`config.mk`:
```
export PLATFORM = sky130hd
export DESIGN_NAME = ace_ccu_snoop_resp_ctrl
export DESIGN_NICKNAME = d
export VERILOG_FILES = /design/src/rtl/ace_ccu_snoop_resp_ctrl.sv
export SDC_FILE = /design/constraint.sdc
export NUM_CORES = 1
export LEC_CHECK = 0
export CAP_MARGIN = 20
export CORE_AREA = 2 2 91 137
export CTS_CLUSTER_DIAMETER = 50
export DETAILED_ROUTE_END_ITERATION = 7
export DIE_AREA = 0 0 93 139
export PLACE_DENSITY_LB_ADDON = 0.1
export SYNTH_ARGS = -nofsm -noshare
export SYNTH_HDL_FRONTEND = slang
export SYNTH_SLANG_ARGS = --single-unit
```
`constraint.sdc`:
```
create_clock -name clk_i -period 3.4 [get_ports clk_i]
set_clock_uncertainty 0.05 [all_clocks]
set_input_delay 0.68 -clock clk_i [delete_from_list [all_inputs] [get_ports clk_i]]
set_output_delay 0.68 -clock clk_i [all_outputs]
set_load 0.03 [all_outputs]
```
`src/rtl/ace_ccu_snoop_resp_ctrl.sv`:
```
// Snoop-response sequencer: queues {sel, idx} per forwarded AC, merges one CR beat per selected master, returns it to idx.
// Optional: define ACE_CCU_SNOOP_TIMEOUT_EN to bound COLLECT and add timeout_o.
module ace_ccu_snoop_resp_ctrl #(
  parameter int unsigned NumInp        = 4,
  parameter int unsigned NumOup        = 4,
  parameter int unsigned CrWidth       = 5,
  parameter int unsigned FifoDepth     = 4,
  parameter int unsigned TimeoutCycles = 256,
  localparam int unsigned IdxW = (NumInp > 1) ? $clog2(NumInp) : 1
) (
  input  logic                        clk_i,
  input  logic                        rst_i,
  input  logic                        ctrl_valid_i,
  output logic                        ctrl_ready_o,
  input  logic [NumOup-1:0]           ctrl_sel_i,
  input  logic [IdxW-1:0]             ctrl_idx_i,
  input  logic [NumOup-1:0]           cr_valids_i,
  output logic [NumOup-1:0]           cr_readies_o,
  input  logic [NumOup*CrWidth-1:0]   cr_resps_i,
  output logic [NumInp-1:0]           cr_valids_o,
  input  logic [NumInp-1:0]           cr_readies_i,
  output logic [CrWidth-1:0]          cr_resp_o,
  output logic                        busy_o,
  output logic                        err_o
`ifdef ACE_CCU_SNOOP_TIMEOUT_EN
  ,
  output logic                        timeout_o
`endif
);

  localparam int unsigned PtrW = (FifoDepth > 1) ? $clog2(FifoDepth) : 1;
  localparam int unsigned CntW = $clog2(FifoDepth + 1);
  localparam int unsigned TokW = NumOup + IdxW;

  typedef enum logic [1:0] {IDLE, COLLECT, RESP} state_e;

  logic [TokW-1:0]    mem_q [FifoDepth];
  logic [PtrW-1:0]    wptr_q, rptr_q;
  logic [CntW-1:0]    cnt_q;
  logic               fifo_push, fifo_pop, fifo_empty;
  logic [NumOup-1:0]  head_sel;
  logic [IdxW-1:0]    head_idx;

  state_e             state_q;
  logic [NumOup-1:0]  sel_q, mask_q, mask_d, cr_hs;
  logic [IdxW-1:0]    idx_q;
  logic [CrWidth-1:0] acc_q, acc_d, cr_resp_q;
  logic [NumInp-1:0]  cr_valids_q, idx_oh;
  logic               pd_seen_q, pd_any, err_set, err_q, resp_hs;
  int unsigned        pd_cnt;

`ifdef ACE_CCU_SNOOP_TIMEOUT_EN
  localparam logic [CrWidth-1:0] ErrBit = CrWidth'(2);
  logic [15:0] tmo_cnt_q;
  logic        timeout_q;
  assign timeout_o = timeout_q;
`endif

  function automatic logic [PtrW-1:0] ptr_inc(input logic [PtrW-1:0] p);
    return (32'(p) == FifoDepth - 1) ? '0 : p + PtrW'(1);
  endfunction

  // Ready depends only on the registered count, so a pop never frees a slot in the same cycle.
  assign ctrl_ready_o = (cnt_q != CntW'(FifoDepth));
  assign fifo_empty   = (cnt_q == '0);
  assign fifo_push    = ctrl_valid_i & ctrl_ready_o;
  assign resp_hs      = |(cr_valids_q & cr_readies_i);
  assign fifo_pop     = !fifo_empty && ((state_q == IDLE) || (state_q == RESP && resp_hs));
  assign {head_sel, head_idx} = mem_q[rptr_q];

  always_ff @(posedge clk_i) begin
    if (fifo_push) mem_q[wptr_q] <= {ctrl_sel_i, ctrl_idx_i};
  end

  always_ff @(posedge clk_i) begin
    if (rst_i) begin
      wptr_q <= '0;
      rptr_q <= '0;
      cnt_q  <= '0;
    end else begin
      if (fifo_push) wptr_q <= ptr_inc(wptr_q);
      if (fifo_pop)  rptr_q <= ptr_inc(rptr_q);
      if (fifo_push && !fifo_pop)      cnt_q <= cnt_q + CntW'(1);
      else if (!fifo_push && fifo_pop) cnt_q <= cnt_q - CntW'(1);
    end
  end

  always_comb begin
    cr_readies_o = '0;
    if (state_q == COLLECT) cr_readies_o = sel_q & ~mask_q;
    cr_hs  = cr_valids_i & cr_readies_o;
    mask_d = mask_q | cr_hs;
    acc_d  = acc_q;
    pd_cnt = 0;
    for (int j = 0; j < NumOup; j++) begin
      if (cr_hs[j]) begin
        acc_d = acc_d | cr_resps_i[j*CrWidth +: CrWidth];
        if (cr_resps_i[j*CrWidth + 2]) pd_cnt = pd_cnt + 1;
      end
    end
    pd_any  = (pd_cnt != 0);
    err_set = (pd_cnt > 1) || (pd_seen_q && pd_any);
  end

  always_comb begin
    idx_oh = '0;
    for (int i = 0; i < NumInp; i++) idx_oh[i] = (32'(idx_q) == i);
  end

  always_ff @(posedge clk_i) begin
    if (rst_i) begin
      state_q     <= IDLE;
      sel_q       <= '0;
      idx_q       <= '0;
      mask_q      <= '0;
      acc_q       <= '0;
      pd_seen_q   <= 1'b0;
      err_q       <= 1'b0;
      cr_valids_q <= '0;
      cr_resp_q   <= '0;
`ifdef ACE_CCU_SNOOP_TIMEOUT_EN
      tmo_cnt_q   <= '0;
      timeout_q   <= 1'b0;
`endif
    end else begin
      if (err_set) err_q <= 1'b1;
      unique case (state_q)
        IDLE: begin
          if (fifo_pop) begin
            sel_q     <= head_sel;
            idx_q     <= head_idx;
            mask_q    <= '0;
            acc_q     <= '0;
            pd_seen_q <= 1'b0;
`ifdef ACE_CCU_SNOOP_TIMEOUT_EN
            tmo_cnt_q <= '0;
`endif
            state_q   <= COLLECT;
          end
        end
        COLLECT: begin
          mask_q    <= mask_d;
          acc_q     <= acc_d;
          pd_seen_q <= pd_seen_q | pd_any;
`ifdef ACE_CCU_SNOOP_TIMEOUT_EN
          tmo_cnt_q <= tmo_cnt_q + 16'd1;
`endif
          if (mask_d == sel_q) begin
            state_q     <= RESP;
            cr_valids_q <= idx_oh;
            cr_resp_q   <= acc_d;
          end
`ifdef ACE_CCU_SNOOP_TIMEOUT_EN
          else if (tmo_cnt_q == 16'(TimeoutCycles - 1)) begin
            state_q     <= RESP;
            cr_valids_q <= idx_oh;
            cr_resp_q   <= acc_d | ErrBit;
            timeout_q   <= 1'b1;
          end
`endif
        end
        RESP: begin
          if (resp_hs) begin
            cr_valids_q <= '0;
            cr_resp_q   <= '0;
            if (fifo_pop) begin
              sel_q     <= head_sel;
              idx_q     <= head_idx;
              mask_q    <= '0;
              acc_q     <= '0;
              pd_seen_q <= 1'b0;
`ifdef ACE_CCU_SNOOP_TIMEOUT_EN
              tmo_cnt_q <= '0;
`endif
              state_q   <= COLLECT;
            end else begin
              state_q   <= IDLE;
            end
          end
        end
        default: state_q <= IDLE;
      endcase
    end
  end

  assign cr_valids_o = cr_valids_q;
  assign cr_resp_o   = cr_resp_q;
  assign busy_o      = (state_q != IDLE) || !fifo_empty;
  assign err_o       = err_q;

`ifndef SYNTHESIS
  always_ff @(posedge clk_i) begin
    if (!rst_i && state_q == RESP) begin
      assert (32'(idx_q) < NumInp && TimeoutCycles > 0);
    end
  end
`endif

endmodule
```
==> out/results.tsv <==
stage	metric	value	unit
worst_hold_path	endpoint_of_the_worst_hold_path	cr_resp_o[0]	
outcome	outcome	complete, no violations	
final_layout	nNetsFinal	377	
yosys	yosysTopAreaCellShare	25.59	%
power	power_frac_seq	35.4	%
timing	unrepaired_setup_endpoints_after_global_routing	no	
die	floorplan.io_pins	53	
clock_tree	cts.repair_timing.setup_buffer_count	0	
worst_setup_path	cpMostUsedCell	sky130_fd_sc_hd__ha_1	
die	die_width	93	um
placed_design	detailedPlacementHpwl	5.495	mm
timing	final_setup_violation_count	0	
clock_tree	cts_hold_buf	0	
worst_hold_path	hold_depth	2	
flow_run	max_cap_viols	0	
power	clock_power_share	29.7	%
yosys	post_synth.cell_area_avg	11.13	sq um
yosys	mappedNetlistArea	0.002894	sq mm
clock_tree	cts-htree-levels	3	
yosys	number_of_synthesized_flops_with_an_enable_pin	24	
route	postRouteWirelength	7.201	mm
power	power_switching	905.1	uW
worst_setup_path	critPathLaunch	cr_valids_i[0]	
die	floorplan.core_area	0.01177	sq mm
route	postRouteAntennaNets	0	
yosys	synth_ff_type	sky130_fd_sc_hd__dfxtp_1	
route	route.detailed.drc	0	
die	dieHeight	139	um
route	drt-wirelength-per-cell	14.76	um
yosys	synth_warnings	0	
grt	grt_first_pass_wirelength	11.67	mm
placed_design	place.gp.congestion	0.8479	
timing	timing.slew.headroom	55.79	%
worst_setup_path	critPathArrivalTime	3.24	ns
grt	number_of_global_route_vias_before_repair	2280	
worst_setup_path	critical_path_peak_fanout	3	
yosys	instance_count_of_the_mapped_netlist	260	
final_layout	syn2layout_area_growth	36.84	%
clock_tree	cts_num_sinks	61	
clock_tree	worst_setup_hold_path_clk_slew	0.05	ns
final_layout	finish.utilization	33.64	%
timing	fmax	325.3	MHz
grt	number_of_antenna_violations_at_the_first_check_in_global_routing	0	
final_layout	drive_above_1_share	11.34	%
yosys	synth_cell_type_count	47	
yosys	postSynthNetCount	307	
power	pwr_dens	706.7	mW/mm^2
power	switching_share	32.34	%
clock_tree	clock_tree.root_cell	sky130_fd_sc_hd__clkbuf_16	
final_layout	num_antenna_cells	0	
clock_tree	cts-resized-gates	0	
worst_setup_path	worstReg2RegEnd	pd_seen_q	
power	total_power	2.798	mW
worst_setup_path	ff2ff_setup_slack	0.47	ns
power	power.combinational.fraction	35.0	%
grt	grt.total_usage	11.89	%
worst_setup_path	start_to_end_type_of_the_worst_setup_path	input pin to register	
worst_setup_path	crit_chain	clkdlybuf4s50_1, and3_1, ha_1, mux2i_1, inv_1, ha_1, nand2_1, nand2_1, ha_1, nand2b_1, nor3_1, a211oi_1, o31a_1	
worst_setup_path	cp-end-kind	register	
route	first_pass_iters	4	
timing	period_share	90.42	%
worst_setup_path	reg2regPathDepth	13	
clock_tree	maximum_buffer_depth_of_the_clock_tree	2	
grt	grt_overflow	0	
grt	maximum_number_of_pins_on_one_net_before_global_route_repair	19	
yosys	synth_async_sr_flop_share	0	%
worst_setup_path	crit_path_start_kind	input pin	
yosys	synth-seq-area-share	50.50	%
power	p_int	1.893	mW
die	floorplan.initialDensity	24.59	%
route	drt_first_iter_violations	86	
die	die-area	0.01293	sq mm
final_layout	instances_no_fill	488	
final_layout	nFillCells	1250	
route	vias_per_cell	4.527	
worst_setup_path	cp_data_required_time	3.56	ns
worst_setup_path	critical_path_slowest_stage_cell	sky130_fd_sc_hd__clkdlybuf4s50_1	
worst_setup_path	r2r_start	sel_q[0]	
yosys	synth_top_area_cell	sky130_fd_sc_hd__dfxtp_1	
worst_hold_path	holdCritPathClass	register to register	
clock_tree	clkLatencyLatePin	0.32	ns
placed_design	numPortBuffers	52	
die	std_cell_rows	49	
power	static_leakage	1.549	nW
clock_tree	tritoncts.num_buffers	9	
worst_setup_path	crit_path_max_incr_delay	0.47	ns
timing	worstMarginPinSlew	0.6563	ns
worst_hold_path	worst_hold_startpoint	cr_resp_o[0]	
placed_design	placedCellCount	472	
yosys	ys_seq_elements	61	
timing	slew_viol_final	0	
power	worst_ir_drop_vdd	246.3	uV
timing	hold_viol	0	
route	vias	2209	
clock_tree	tritoncts	yes	
timing	shortest_period_the_worst_path_allows	3.074	ns
yosys	synth_area_leaders	sky130_fd_sc_hd__dfxtp_1 26%, sky130_fd_sc_hd__edfxtp_1 25%, sky130_fd_sc_hd__mux2i_1 6.6%	
[worst max-delay path by stage]
| stage | to | depth (start not counted) |
|---|---|---|
| finish | pd_seen_q | 13 |
| global route | pd_seen_q | 13 |
| CTS | pd_seen_q | 13 |
| detailed placement | pd_seen_q | 13 |
| global placement | pd_seen_q | 13 |
| floorplan | pd_seen_q | 14 |
[worst max-delay path: cells and delay by family]
kind,cells,cell delay (ns)
adders and majority gates,3,0.80
and+or+nand+nor,5,0.73
AOI/OAI and AO/OA,2,0.33
muxes,1,0.17
buffers and inverters,2,0.53
[layout make-up]
cell class	instances	area, sq um	area share (%)
Sequential cell	61	1461	36.90
Multi-Input combinational cell	177	1336	33.74
Timing Repair Buffer	70	655.6	16.56
Clock buffer	14	264.0	6.667
Tap cell	153	191.4	4.834
Inverter	11	41.29	1.043
Clock inverter	2	10.01	0.2528
[state kept, by name, summed over array words and instances, names as in the netlist, 3 cells and up, named ones only]
register     count
mem_q           24
cr_valids_o      4
cr_resp_o        5
cnt_q            3
acc_q            5
sel_q            4
mask_q           4
[synthesized netlist by cell type (2+ instances only)]
| library cell | count |
|---|---|
| sky130_fd_sc_hd__mux4_2 | 6 |
| sky130_fd_sc_hd__nand2b_1 | 12 |
| sky130_fd_sc_hd__a22oi_1 | 6 |
| sky130_fd_sc_hd__dfxtp_1 | 37 |
| sky130_fd_sc_hd__nor2b_1 | 4 |
| sky130_fd_sc_hd__o21a_1 | 4 |
| sky130_fd_sc_hd__nand3b_1 | 2 |
| sky130_fd_sc_hd__or3_1 | 3 |
| sky130_fd_sc_hd__ha_1 | 9 |
| sky130_fd_sc_hd__and3_1 | 8 |
| sky130_fd_sc_hd__clkbuf_1 | 6 |
| sky130_fd_sc_hd__xnor2_1 | 3 |
| sky130_fd_sc_hd__o21ai_0 | 3 |
| sky130_fd_sc_hd__xor2_1 | 3 |
| sky130_fd_sc_hd__nor2_1 | 22 |
| sky130_fd_sc_hd__a211oi_1 | 3 |
| sky130_fd_sc_hd__a222oi_1 | 4 |
| sky130_fd_sc_hd__nand4_1 | 2 |
| sky130_fd_sc_hd__buf_2 | 2 |
| sky130_fd_sc_hd__mux2i_1 | 19 |
| sky130_fd_sc_hd__and4bb_1 | 3 |
| sky130_fd_sc_hd__nand3_1 | 6 |
| sky130_fd_sc_hd__and2_1 | 4 |
| sky130_fd_sc_hd__nor3_1 | 2 |
| sky130_fd_sc_hd__edfxtp_1 | 24 |
| sky130_fd_sc_hd__inv_1 | 11 |
| sky130_fd_sc_hd__a21oi_1 | 14 |
| sky130_fd_sc_hd__nand2_1 | 18 |
| sky130_fd_sc_hd__o22ai_1 | 2 |
[power by group through the flow]
stage | Combinational (mW) | Sequential (mW) | Clock, mW
6_report | 0.978 | 0.990 | 0.830
5_1_grt | 1.08 | 1.01 | 0.894
4_1_cts | 0.998 | 0.994 | 0.858
3_5_place_dp | 0.993 | 1.01 | 0
3_3_place_gp | 0.981 | 1.01 | 0
2_1_floorplan | 0.666 | 0.992 | 0
[layout by cell type, fill, tap and decap left out, types with 4 or more instances in the layout]
master,count
sky130_fd_sc_hd__nand3_1,6
sky130_fd_sc_hd__a222oi_1,4
sky130_fd_sc_hd__o21a_1,4
sky130_fd_sc_hd__mux2i_1,19
sky130_fd_sc_hd__dfxtp_1,37
sky130_fd_sc_hd__mux4_2,6
sky130_fd_sc_hd__nand2_1,18
sky130_fd_sc_hd__ha_1,9
sky130_fd_sc_hd__a22oi_1,6
sky130_fd_sc_hd__and3_1,8
sky130_fd_sc_hd__nand2b_1,12
sky130_fd_sc_hd__inv_1,11
sky130_fd_sc_hd__a21oi_1,14
sky130_fd_sc_hd__buf_4,18
sky130_fd_sc_hd__edfxtp_1,24
sky130_fd_sc_hd__clkdlybuf4s50_1,52
sky130_fd_sc_hd__nor2b_1,4
sky130_fd_sc_hd__nor2_1,22
sky130_fd_sc_hd__and2_1,4
sky130_fd_sc_hd__clkbuf_16,9
[layer usage]
layer | GRT usage [%] | part of all wire [%]
met2 | 21.28 | 54
met1 | 12.24 | 40
met3 | 4.185 | 4.5
met5 | 0 | 0
met4 | 5.341 | 1.9
[cells by family (layout without fill, tap and decap cells)]
| family | count (synthesis) | count (layout) | share of synthesized area, % |
|---|---|---|---|
| buffers and inverters | 22 | 97 | 3.329 |
| muxes | 25 | 25 | 11.24 |
| and+or+nand+nor | 90 | 90 | 16.64 |
| xor gates and xnor gates | 6 | 6 | 1.816 |
| AOI/OAI and AO/OA | 46 | 46 | 11.89 |
| adders and majority gates | 10 | 10 | 4.583 |
| DFF | 61 | 61 | 50.50 |
[through the flow]
step	hold WS [ns]	TNS [ns]	setup slack, ns	area, sq um
final	0.4252	0	0.3258	3960
after global routing	0.4623	0	0.06200	3960
after floorplan	0.4025	0	0.09390	2894
after detailed placement	0.4197	-0.01652	-0.01652	3686
after CTS	0.4319	0	0.3181	3960
after global placement	0.4174	0	0.03207	3679
Power figures use the tool's default switching activity.
